<file path="src/rtl/adc_sample_averager.sv">
// adc_sample_averager: groups ADC samples into 2^LOG2N windows and emits truncated mean, min, max and a hysteresis alarm
//   clk, rst_i               clock, synchronous active-high reset
//   in_valid, in_data        sample strobe and reading
//   flush                    abort current window and restart settling
//   out_valid                one-cycle pulse when results update
//   out_avg/out_min/out_max  window mean (truncated), minimum, maximum
//   alarm                    hysteresis flag on out_avg
//   out_windows              emitted window count, wraps at 2^16
module adc_sample_averager #(
  parameter int WIDTH     = 14,
  parameter int LOG2N     = 4,
  parameter int SKIP      = 1,
  parameter int THRESH_HI = 8192,
  parameter int THRESH_LO = 7680
) (
  input  logic             clk,
  input  logic             rst_i,
  input  logic             in_valid,
  input  logic [WIDTH-1:0] in_data,
  input  logic             flush,
  output logic             out_valid,
  output logic [WIDTH-1:0] out_avg,
  output logic [WIDTH-1:0] out_min,
  output logic [WIDTH-1:0] out_max,
  output logic             alarm,
  output logic [15:0]      out_windows
);
  typedef enum logic {S_SKIP = 1'b0, S_ACC = 1'b1} state_t;
  localparam state_t S_INIT = state_t'(SKIP == 0);
  localparam int AW = WIDTH + LOG2N;
  state_t r_state;
  logic [1:0] r_skip_cnt;
  logic [AW-1:0] r_acc;
  logic [LOG2N-1:0] r_cnt;
  logic [WIDTH-1:0] r_min, r_max;
  logic w_take, w_last;
  logic [AW-1:0] w_sum;
  logic [WIDTH-1:0] w_avg, w_min, w_max;
  assign w_take = in_valid && !flush;
  assign w_last = w_take && (r_cnt == '1);
  assign w_sum  = r_acc + AW'(in_data);
  // results include the last sample, so they are formed from the pre-update window state plus in_data
  assign w_avg  = w_sum[AW-1:LOG2N];
  assign w_min  = (in_data < r_min) ? in_data : r_min;
  assign w_max  = (in_data > r_max) ? in_data : r_max;
  always_ff @(posedge clk) begin
    if (rst_i) begin
      r_state     <= S_INIT;
      r_skip_cnt  <= '0;
      r_acc       <= '0;
      r_cnt       <= '0;
      r_min       <= '1;
      r_max       <= '0;
      out_valid   <= 1'b0;
      out_avg     <= '0;
      out_min     <= '0;
      out_max     <= '0;
      alarm       <= 1'b0;
      out_windows <= '0;
    end else begin
      out_valid <= 1'b0;
      if (flush) begin
        r_state    <= S_INIT;
        r_skip_cnt <= '0;
        r_acc      <= '0;
        r_cnt      <= '0;
        r_min      <= '1;
        r_max      <= '0;
      end else if (w_last) begin
        r_acc <= '0;
        r_cnt <= '0;
        r_min <= '1;
        r_max <= '0;
        if (r_state == S_SKIP) begin
          r_skip_cnt <= r_skip_cnt + 2'd1;
          if (int'(r_skip_cnt) + 1 >= SKIP) r_state <= S_ACC;
        end else begin
          out_valid   <= 1'b1;
          out_avg     <= w_avg;
          out_min     <= w_min;
          out_max     <= w_max;
          out_windows <= out_windows + 16'd1;
          alarm       <= (w_avg >= WIDTH'(THRESH_HI)) ? 1'b1 : (w_avg <= WIDTH'(THRESH_LO)) ? 1'b0 : alarm;
        end
      end else if (w_take) begin
        r_acc <= w_sum;
        r_cnt <= r_cnt + 1'b1;
        r_min <= w_min;
        r_max <= w_max;
      end
    end
  end
endmodule
</file>
<file path="config.mk">
export PLATFORM = sky130hd
export DESIGN_NAME = adc_sample_averager
export DESIGN_NICKNAME = d
export VERILOG_FILES = /design/src/rtl/adc_sample_averager.sv
export SDC_FILE = /design/constraint.sdc
export NUM_CORES = 1
export LEC_CHECK = 0
export ABC_AREA = 1
export CAP_MARGIN = 30
export CORE_MARGIN = 1.5
export CORE_UTILIZATION = 50
export DETAILED_ROUTE_END_ITERATION = 10
export PLACE_DENSITY = 0.76
export SKIP_LAST_GASP = 1
export SLEW_MARGIN = 15
export SYNTH_ARGS = -nofsm -noshare
export SYNTH_HDL_FRONTEND = slang
export SYNTH_SLANG_ARGS = --single-unit
</file>
<file path="constraint.sdc">
create_clock -name clk -period 2.3 [get_ports clk]
set_input_delay 0.46 -clock clk [delete_from_list [all_inputs] [get_ports clk]]
set_output_delay 0.46 -clock clk [all_outputs]
set_load 0.05 [all_outputs]
</file>
==> results.sh, run 1 <==
export IMPL_clock_sinks=113
export IMPL_end_kind="flip-flop"
export IMPL_die_w_um=115
export IMPL_ctsLongestPathBuffers=2
export IMPL_rows=40
export IMPL_cts_max_level=4
export IMPL_worstPathCellList="clkdlybuf4s50_1, buf_4, ha_1, nand2_1, o21ai_1, nand4_1, o2111ai_2, nand2_2, buf_4, nor2_1, a21oi_2, o21ai_1, inv_1"
export IMPL_pre_cts_ws_ns=-0.567
export IMPL_hold_class="flip-flop to flip-flop"
export IMPL_io_pins=78
export IMPL_wl_per_cell_um=13.8
export IMPL_hold_depth=2
export IMPL_mostFrequentLayoutCells="168 x inv_1, 161 x nand2_1, 112 x dfxtp_1"
export IMPL_grt_max_degree=52
export IMPL_dpl_cell_area_mm2=0.00784
export IMPL_synthTopCellsByArea="dfxtp_1 36%, nand2_1 10%, inv_1 10%"
export IMPL_portBuffers=77
export IMPL_fin_cells=1233
export IMPL_leakagePower_nw=4.31
export IMPL_arrival_ns=2.57
export IMPL_final_common_cell="inv_1"
export IMPL_dieHeight_um=115
export IMPL_antennaDiodeCount=0
export IMPL_place_congestion=0.924
export IMPL_setup_slack_ns=0.0408
export IMPL_status="complete, no violations"
export IMPL_min_from="r_acc[2]$_SDFFE_PP0P_"
export IMPL_hold_worst_slack_ns=0.463
export IMPL_area_delta_synth_final_pct=38.5
export IMPL_synthCells=900
export IMPL_vias=6354
export IMPL_hold_path_end="r_acc[2]$_SDFFE_PP0P_"
export IMPL_grtUsageTotal_pct=26.1
export IMPL_cap_viol_max_count=0
export IMPL_period_needed_ns=2.26
export IMPL_place_inst=1197
export IMPL_final_area_mm2=0.00875
export IMPL_cts_tree="done"
export IMPL_core_area_mm2=0.0122
export IMPL_relSlewSlack_pct=63.6
export IMPL_crit_required_ns=2.61
export IMPL_critPathMaxFanout=8
export IMPL_cts_buffers=17
export IMPL_die_area_mm2=0.0133
export IMPL_synth_nets=964
export IMPL_grt_setup_unrepaired="yes"
export IMPL_peakVddDrop_v=0.000516
export IMPL_rrSetupSlack_ns=0.13
export IMPL_worstSetupPathType="input port to flip-flop"
export IMPL_fillers=1014
export IMPL_slowest_stage="clkdlybuf4s50_1"
export IMPL_drtPass1Iterations=5
export IMPL_ys_seq_area_share_pct=35.8
export IMPL_final_antenna_net_count=0
export IMPL_clockRootBuffer="clkbuf_16"
export IMPL_grt_ovfl_total=0
export IMPL_power_density_mw_per_mm2=650
export IMPL_r2r_start="r_acc[0]$_SDFFE_PP0P_"
export IMPL_antenna_found_initial=0
export IMPL_postSynthAreaPerCell_um2=7.02
export IMPL_drive_gt1_share_pct=16.8
export IMPL_insertion_delay_ns=0.42
export IMPL_finalHoldViolations=0
export IMPL_crit_family="buffers and inverters"
export IMPL_r2r_end="alarm$_SDFFE_PP0P_"
export IMPL_yosys_warnings=0
export IMPL_drc=0
export IMPL_slowest_delay_ns=0.43
export IMPL_synth_top_cell_area_share_pct=35.8
export IMPL_fin_util_pct=71.9
export IMPL_finalClockSkew_ns=0.00717
export IMPL_tightest_slew_ns=0.546
export IMPL_dp_hpwl_um=11800
export IMPL_grt_pass1_wl_um=27300
export IMPL_critPathLaunchType="input port"
export IMPL_start_util_pct=51.9
export IMPL_setup_viol=0
export IMPL_fmax_ghz=0.443
export IMPL_ys_seq_elements=113
export IMPL_drtIter0Drc=401
export IMPL_syn_area_mm2=0.00631
export IMPL_slew_viol_final=0
export IMPL_nNetsFinal=1116
export IMPL_cp_buffers_inverters=4
export IMPL_clkTransAtPathRegs_ns=0.06
export IMPL_yosysTopAreaCell="dfxtp_1"
export IMPL_grt_pass1_vias=5893
export IMPL_wirelength_um=17000
export IMPL_synth_cell_types=37
export IMPL_r2r_cells=18
export IMPL_avgViaCountPerCell=5.15
export IMPL_fin_crit_sh_pct=98.2
==> registers in the layout, summed over array words and instances (netlist names) <==
name / flops
out_valid: 1
r_max: 14
out_min: 14
r_cnt: 4
r_skip_cnt: 2
r_min: 14
out_avg: 14
r_acc: 18
r_state: 1
alarm: 1
out_windows: 16
out_max: 14
==> per-stage QoR <==
| step | total power, mW | setup TNS, ns |
|---|---|---|
| detailed placement | 2.65 | -32.67 |
| finish | 5.69 | 0 |
| CTS | 5.67 | 0 |
| global route | 5.90 | -0.257 |
| global placement | 2.64 | -29.32 |
| floorplan | 2.38 | 0 |
==> worst max-delay path by stage <==
stage / startpoint / end / slack (ns) / cells past startpoint
global placement: in_data[0] / alarm$_SDFFE_PP0P_ / -0.48 / 18
finish: in_data[8] / r_max[12]$_SDFFE_PP0P_ / 0.04 / 13
global route: in_data[8] / r_max[12]$_SDFFE_PP0P_ / -0.08 / 13
detailed placement: in_data[0] / alarm$_SDFFE_PP0P_ / -0.57 / 20
floorplan: in_data[0] / alarm$_SDFFE_PP0P_ / 0.12 / 19
CTS: in_data[1] / alarm$_SDFFE_PP0P_ / 0.02 / 18
==> Yosys cell counts <==
cell type and instances:
a21oi_1 75, a31oi_1 1, buf_1 4, buf_2 3, buf_6 1, clkbuf_1 26
clkinv_1 2, dfxtp_1 113, fa_1 1, ha_1 45, inv_1 170, inv_2 1
nand2_1 172, nand2_2 1, nand3_1 36, nand3b_1 2, nand4_1 8, nand4_2 1
nor2_1 61, nor2_2 3, nor2_4 3, nor3_1 3, nor3_2 2, nor3_4 1
nor4_1 1, o2111ai_1 1, o211ai_1 29, o21a_1 15, o21ai_0 76, o21ai_1 1
o21bai_1 32, o221a_2 1, o221ai_1 1, o31ai_1 1, or2_2 1, xnor2_1 1
xor2_1 5
==> layer usage <==
metal | track usage (%) | routed length, um | vias up
met5 | 0 | 0 | -
met4 | 10.5 | 353 | 0
met1 | 33.4 | 7570 | 2925
li1 | - | - | 3229
met3 | 5.75 | 942 | 30
met2 | 43.0 | 8110 | 170
==> worst min-delay path, stage by stage, from the launching register on <==
cell	delay, ns
dfxtp_1	0.31
nand2_1	0.06
a21oi_1	0.05
==> kinds of logic after synthesis <==
family,count (synthesis),synth area share [%]
adders and majority gates,46,9.23
AOI/OAI and AO/OA,233,21.8
DFF,113,35.8
and+or+nand+nor,295,19.9
buffers and inverters,207,12.5
xor gates and xnor gates,6,0.832
==> power by group <==
part / internal (mW) / total (mW) / switching, mW
Sequential: 1.99 / 2.00 / 0.0141
Clock: 2.06 / 3.01 / 0.952
Combinational: 0.283 / 0.677 / 0.394
Total: 4.33 / 5.69 / 1.36
==> timing repair <==
item | CTS | global route
hold buffers | 0 | 0
gates cloned | 0 | 1
pin swaps | 2 | 12
setup buffers | 0 | 3
hold endpoints to repair | 0 | 0
endpoints found under the setup margin | 47 | 57
resized for setup | 14 | 53
==> layout make-up <==
| cell class | count | area, um^2 | area share [%] |
|---|---|---|---|
| clock buffers | 18 | 439 | 5.02 |
| clock inverters | 14 | 234 | 2.67 |
| inverters | 173 | 649 | 7.42 |
| multi-input cells | 580 | 3470 | 39.7 |
| flip-flops and latches | 113 | 2260 | 25.9 |
| well taps | 168 | 210 | 2.40 |
| repair buffers | 167 | 1480 | 16.9 |
Note: power is estimated with default switching activity, not from simulation.
==> run 2, diff against run 1 <==
--- a/config.mk
+++ b/config.mk
@@ -7,7 +7,7 @@
 export LEC_CHECK = 0
 export ABC_AREA = 1
 export CAP_MARGIN = 30
-export CORE_MARGIN = 1.5
+export CORE_MARGIN = 1
 export CORE_UTILIZATION = 50
 export DETAILED_ROUTE_END_ITERATION = 10
 export PLACE_DENSITY = 0.76
==> results.sh, run 2 (synthesis results as in run 1) <==
export IMPL_status="complete, no violations"
export IMPL_ctsHoldBuffers=0
export IMPL_r2r_cells=17
export IMPL_crit_family="buffers and inverters"
export IMPL_wl_per_cell_um=13.5
export IMPL_fin_cells=1226
export IMPL_drtPass1Iterations=7
export IMPL_cts_max_level=4
export IMPL_final_antenna_net_count=0
export IMPL_critPathMaxFanout=8
export IMPL_die_area_mm2=0.0131
export IMPL_slowest_stage="clkdlybuf4s50_1"
export IMPL_dpl_cell_area_mm2=0.00782
export IMPL_place_inst=1194
export IMPL_r2r_end="alarm$_SDFFE_PP0P_"
export IMPL_portBuffers=77
export IMPL_area_delta_synth_final_pct=35.2
export IMPL_largest_register="r_acc"
export IMPL_start_util_pct=51.9
export IMPL_finalHoldViolations=0
export IMPL_cp_buffers_inverters=4
export IMPL_hold_depth=2
export IMPL_cap_viol_max_count=0
export IMPL_p_int_mw=3.79
export IMPL_pwr_share_clk_pct=47.2
export IMPL_cts_tree="done"
export IMPL_place_congestion=0.957
export IMPL_finalClockSkew_ns=0.00924
export IMPL_hold_path_end="r_min[13]$_SDFFE_PP1P_"
export IMPL_hold_class="flip-flop to flip-flop"
export IMPL_dp_hpwl_um=11600
export IMPL_power_density_mw_per_mm2=591
export IMPL_p_comb_share_pct=13.1
export IMPL_avgViaCountPerCell=5.06
export IMPL_slew_viol_final=0
export IMPL_fillers=965
export IMPL_end_kind="flip-flop"
export IMPL_antenna_found_initial=0
export IMPL_insertion_delay_ns=0.41
export IMPL_power_frac_seq_pct=39.7
export IMPL_grt_pass1_wl_um=26300
export IMPL_drive_gt1_share_pct=14.7
export IMPL_dieHeight_um=114
export IMPL_wirelength_um=16600
export IMPL_crit_required_ns=2.59
export IMPL_die_w_um=114
export IMPL_ctsLongestPathBuffers=2
export IMPL_clkTransAtPathRegs_ns=0.05
export IMPL_nNetsFinal=1111
export IMPL_power_switching_mw=1.26
export IMPL_slowest_delay_ns=0.42
export IMPL_p_sw_share_pct=24.9
export IMPL_critPathLaunchType="input port"
export IMPL_rows=40
export IMPL_grt_ovfl_total=0
export IMPL_antennaDiodeCount=0
export IMPL_vias=6209
export IMPL_final_area_mm2=0.00854
export IMPL_min_from="r_min[13]$_SDFFE_PP1P_"
export IMPL_period_needed_ns=2.21
export IMPL_final_common_cell="inv_1"
export IMPL_clockRootBuffer="clkbuf_16"
export IMPL_cts_buffers=17
export IMPL_grtUsageTotal_pct=25.7
export IMPL_r2r_start="r_acc[0]$_SDFFE_PP0P_"
export IMPL_fin_crit_sh_pct=96.2
export IMPL_setup_viol=0
export IMPL_relSlewSlack_pct=63.0
export IMPL_leakagePower_nw=4.24
export IMPL_peakVddDrop_v=0.000517
export IMPL_grt_max_degree=55
export IMPL_reg_top3="r_acc x18, out_windows x16"
export IMPL_core_area_mm2=0.0122
export IMPL_largest_register_ffs=18
export IMPL_arrival_ns=2.51
export IMPL_tightest_slew_ns=0.555
export IMPL_worstSetupPathType="input port to flip-flop"
export IMPL_grt_pass1_vias=5706
export IMPL_drc=0
export IMPL_mostFrequentLayoutCells="168 x inv_1, 165 x nand2_1, 113 x dfxtp_1"
export IMPL_worstPathCellList="clkdlybuf4s50_1, buf_4, ha_1, nand2_1, nor3_2, nand2_1, o2111ai_1, nand2_1, buf_4, nor2_1, a21oi_1, o21ai_0, inv_1"
export IMPL_hold_worst_slack_ns=0.473
export IMPL_rrSetupSlack_ns=0.14
export IMPL_grt_setup_unrepaired="yes"
export IMPL_cpMostUsedCell="nand2_1"
export IMPL_fmax_ghz=0.452
export IMPL_clock_sinks=113
export IMPL_drtIter0Drc=397
export IMPL_io_pins=78
-- run 2: how the worst max path moves through the flow --
stage | start | end | cells after the start
after floorplan | in_data[0] | alarm$_SDFFE_PP0P_ | 19
after global placement | in_data[0] | alarm$_SDFFE_PP0P_ | 18
after detailed placement | in_data[0] | alarm$_SDFFE_PP0P_ | 18
after CTS | in_data[7] | alarm$_SDFFE_PP0P_ | 16
after global routing | in_data[3] | alarm$_SDFFE_PP0P_ | 18
final | in_data[8] | r_max[8]$_SDFFE_PP0P_ | 13
-- run 2: routing by layer --
| metal | routed length [um] | part of all wire, % | GRT usage, % | vias up |
|---|---|---|---|---|
| met4 | 252 | 1.5 | 9.78 | 0 |
| met3 | 943 | 5.7 | 5.03 | 21 |
| met2 | 7980 | 48 | 43.5 | 169 |
| met5 | 0 | 0 | 0 | - |
| met1 | 7430 | 45 | 32.4 | 2811 |
| li1 | - | - | - | 3208 |
-- run 2: worst register-to-register path: stages, from the launching register on --
cell and delay, ns:
dfxtp_1 0.33, ha_2 0.18, inv_1 0.05, fa_2 0.34
inv_2 0.08, nand2_1 0.07, nand2_1 0.06, nand3_1 0.09
nand3_2 0.10, nand3_1 0.08, nor2_1 0.11, nand3_1 0.08
nor2_2 0.14, nand3_1 0.07, nand2_1 0.06, nand2_1 0.05
nor2_1 0.10, nor2_1 0.05
-- run 2: through the flow --
| step | utilization [%] | setup slack (ns) | power (mW) | TNS [ns] |
|---|---|---|---|---|
| CTS | 68.9 | -0.0320 | 5.03 | -0.0320 |
| floorplan | - | 0.119 | 2.38 | 0 |
| global placement | 64.3 | -0.483 | 2.64 | -26.23 |
| global route | 70.2 | -0.0624 | 5.24 | -0.307 |
| finish | 70.2 | 0.0882 | 5.05 | 0 |
| detailed placement | 64.3 | -0.558 | 2.65 | -30.06 |
-- run 2: layout make-up --
| type | count | area [um^2] | share of cell area [%] |
|---|---|---|---|
| Inverter | 173 | 649 | 7.61 |
| Timing Repair Buffer | 162 | 1470 | 17.2 |
| Sequential cell | 113 | 2260 | 26.5 |
| Multi-Input combinational cell | 580 | 3420 | 40.1 |
| Clock buffer | 24 | 472 | 5.53 |
| Clock inverter | 6 | 58.8 | 0.689 |
| Tap cell | 168 | 210 | 2.46 |
-- run 2: power groups by stage --
stage,sequential (mW),clock (mW),combinational (mW)
after floorplan,2.04,0,0.346
after global routing,2.00,2.50,0.733
after detailed placement,2.04,0,0.613
after CTS,2.00,2.41,0.623
final,2.00,2.38,0.663
after global placement,2.04,0,0.604
-- run 2: repair_timing --
| action | CTS | global route |
|---|---|---|
| setup buffers | 0 | 2 |
| resized for setup | 14 | 39 |
| setup endpoints to repair | 14 | 68 |
| pin swaps | 0 | 8 |
==> run 3, diff against run 2 <==
--- a/config.mk
+++ b/config.mk
@@ -6,11 +6,12 @@
 export NUM_CORES = 1
 export LEC_CHECK = 0
 export ABC_AREA = 1
-export CAP_MARGIN = 30
+export CAP_MARGIN = 10
+export CORE_ASPECT_RATIO = 1.5
 export CORE_MARGIN = 1
 export CORE_UTILIZATION = 50
 export DETAILED_ROUTE_END_ITERATION = 10
-export PLACE_DENSITY = 0.76
+export PLACE_DENSITY = 0.73
 export SKIP_LAST_GASP = 1
 export SLEW_MARGIN = 15
 export SYNTH_ARGS = -nofsm -noshare
==> constraint.sdc (replaced) <==
create_clock -name clk -period 2.45 [get_ports clk]
set_input_delay 0.49 -clock clk [delete_from_list [all_inputs] [get_ports clk]]
set_output_delay 0.49 -clock clk [all_outputs]
set_load 0.05 [all_outputs]
==> results.sh, run 3 (synthesis results as in run 1) <==
export IMPL_status="complete, no violations"
export IMPL_arrival_ns=2.67
export IMPL_place_inst=1176
export IMPL_grt_setup_unrepaired="yes"
export IMPL_final_common_cell="inv_1"
export IMPL_slowest_stage="clkdlybuf4s50_1"
export IMPL_setup_viol=0
export IMPL_p_sw_share_pct=25.1
export IMPL_antennaDiodeCount=0
export IMPL_drtPass1Iterations=5
export IMPL_avgViaCountPerCell=5.12
export IMPL_dp_hpwl_um=11700
export IMPL_nNetsFinal=1106
export IMPL_grt_max_degree=52
export IMPL_power_density_mw_per_mm2=594
export IMPL_cp_buffers_inverters=2
export IMPL_core_area_mm2=0.0121
export IMPL_leakagePower_nw=4.30
export IMPL_critPathLaunchType="input port"
export IMPL_start_util_pct=52.0
export IMPL_r2r_end="alarm$_SDFFE_PP0P_"
export IMPL_fin_util_pct=70.8
export IMPL_r2r_cells=18
export IMPL_finalHoldViolations=0
export IMPL_fin_cells=1208
export IMPL_end_kind="flip-flop"
export IMPL_slowest_delay_ns=0.42
export IMPL_fin_crit_sh_pct=96.2
export IMPL_dieHeight_um=140
export IMPL_insertion_delay_ns=0.42
export IMPL_final_antenna_net_count=0
export IMPL_wl_per_cell_um=13.8
export IMPL_cts_max_level=4
export IMPL_grt_ovfl_total=0
export IMPL_grt_pass1_vias=5849
export IMPL_die_w_um=93.8
export IMPL_critPathMaxFanout=4
export IMPL_tightest_slew_ns=0.548
export IMPL_r2r_start="r_acc[0]$_SDFFE_PP0P_"
export IMPL_slew_viol_final=0
export IMPL_p_int_mw=3.83
export IMPL_cts_tree="done"
export IMPL_relSlewSlack_pct=63.5
export IMPL_p_comb_share_pct=11.9
export IMPL_worstPathCellList="clkdlybuf4s50_1, buf_4, ha_1, nand2_1, nand2_1, nand3_1, nand2_1, nand3_2, nand2_1, nand2_1, nand2_1, nand3_1, nor2_1, nand2_1, nand2_2, nand2_1, nand2_1, nor2_1"
export IMPL_portBuffers=77
export IMPL_cpMostUsedCell="nand2_1"
export IMPL_pwr_share_clk_pct=51.3
export IMPL_grtUsageTotal_pct=26.1
export IMPL_clock_sinks=113
export IMPL_hold_depth=2
export IMPL_drc=0
export IMPL_grt_pass1_wl_um=26800
export IMPL_cts_buffers=17
export IMPL_peakVddDrop_v=0.000472
export IMPL_antenna_found_initial=0
export IMPL_rrSetupSlack_ns=0.25
export IMPL_drtIter0Drc=287
export IMPL_min_from="r_min[13]$_SDFFE_PP1P_"
export IMPL_period_needed_ns=2.36
export IMPL_fmax_ghz=0.424
export IMPL_die_area_mm2=0.0131
export IMPL_hold_path_end="r_min[13]$_SDFFE_PP1P_"
export IMPL_reg_top3="r_acc x18, out_windows x16"
export IMPL_clockRootBuffer="clkbuf_16"
export IMPL_cap_viol_max_count=0
export IMPL_tns_ns=0
export IMPL_power_frac_seq_pct=36.8
export IMPL_place_congestion=0.867
export IMPL_drive_gt1_share_pct=14.2
export IMPL_wirelength_um=16700
export IMPL_power_switching_mw=1.28
export IMPL_crit_required_ns=2.77
export IMPL_largest_register="r_acc"
export IMPL_area_delta_synth_final_pct=36.0
export IMPL_vias=6183
export IMPL_largest_register_ffs=18
export IMPL_worstSetupPathDepth=18
export IMPL_io_pins=78
export IMPL_crit_family="simple AND/OR/NAND/NOR gates"
export IMPL_ctsLongestPathBuffers=2
export IMPL_mostFrequentLayoutCells="169 x inv_1, 166 x nand2_1, 113 x dfxtp_1"
export IMPL_hold_class="flip-flop to flip-flop"
export IMPL_clkTransAtPathRegs_ns=0.05
export IMPL_cp_startpoint="in_data[1]"
export IMPL_finalClockSkew_ns=0.00710
export IMPL_rows=49
export IMPL_worstSetupPathType="input port to flip-flop"
[run 3: cell count changes in the layout (fill, tap and decap cells not counted), moves of 4 or more]
cell / previous run / this run
a21oi_1: 67 / 74
a21oi_2: 8 / 1
dlygate4sd2_1: 6 / 0
dlymetal6s2s_1: 6 / 12
o21ai_0: 71 / 75
o21ai_1: 6 / 2
[run 3: cell type report]
cell class,instances,area (um^2)
inverters,173,649
multi-input cells,580,3420
repair buffers,157,1450
well taps,153,191
clock buffers,19,433
clock inverters,13,186
fillers,1000,3550
flip-flops and latches,113,2260
[run 3: worst register-to-register path, stage by stage (launching register included)]
cell	delay, ns
dfxtp_1	0.34
ha_2	0.18
inv_1	0.06
fa_2	0.38
inv_2	0.08
buf_4	0.11
nand2_1	0.06
nand3_2	0.09
nand3_2	0.09
nand2_1	0.10
nand2_1	0.05
nand2_1	0.09
nand3_1	0.09
nor2_1	0.10
nand2_1	0.07
nand2_2	0.08
nand2_1	0.06
nand2_1	0.05
nor2_1	0.04
[run 3: timing repair]
item,in CTS,in global routing
setup buffers,0,0
hold buffers,0,0
setup endpoints to repair,1,59
pin swaps,0,9
gates resized for setup,1,38
hold endpoints to repair,0,0
[run 3: power by group through the flow]
stage | registers [mW] | logic (mW) | clock network, mW
final | 1.88 | 0.608 | 2.62
after global routing | 1.88 | 0.677 | 2.72
after CTS | 1.88 | 0.584 | 2.64
after detailed placement | 1.92 | 0.574 | 0
after global placement | 1.92 | 0.567 | 0
after floorplan | 1.91 | 0.325 | 0
[run 3: worst max-delay path by stage]
stage / slack, ns / endpoint
after floorplan: 0.24 / alarm$_SDFFE_PP0P_
after global placement: -0.39 / alarm$_SDFFE_PP0P_
after detailed placement: -0.42 / alarm$_SDFFE_PP0P_
after CTS: 0.008 / alarm$_SDFFE_PP0P_
after global routing: -0.1 / alarm$_SDFFE_PP0P_
final: 0.09 / alarm$_SDFFE_PP0P_
[run 3: per-stage QoR]
stage	setup slack [ns]	area, um^2	power (mW)	hold slack (ns)
2_1_floorplan	0.239	6310	2.24	0.439
3_3_place_gp	-0.387	7790	2.48	0.451
3_5_place_dp	-0.420	7790	2.49	0.460
4_1_cts	0.00818	8410	5.10	0.469
5_1_grt	-0.0987	8590	5.28	0.500
6_report	0.0924	8590	5.11	0.465
[run 3: layer usage]
layer | share of wire [%] | vias up | track usage, %
li1 | - | 3202 | -
met1 | 42 | 2803 | 29.8
met2 | 50 | 132 | 45.1
met4 | 4.0 | 0 | 14.1
met3 | 4.0 | 46 | 4.97
met5 | 0 | - | 0
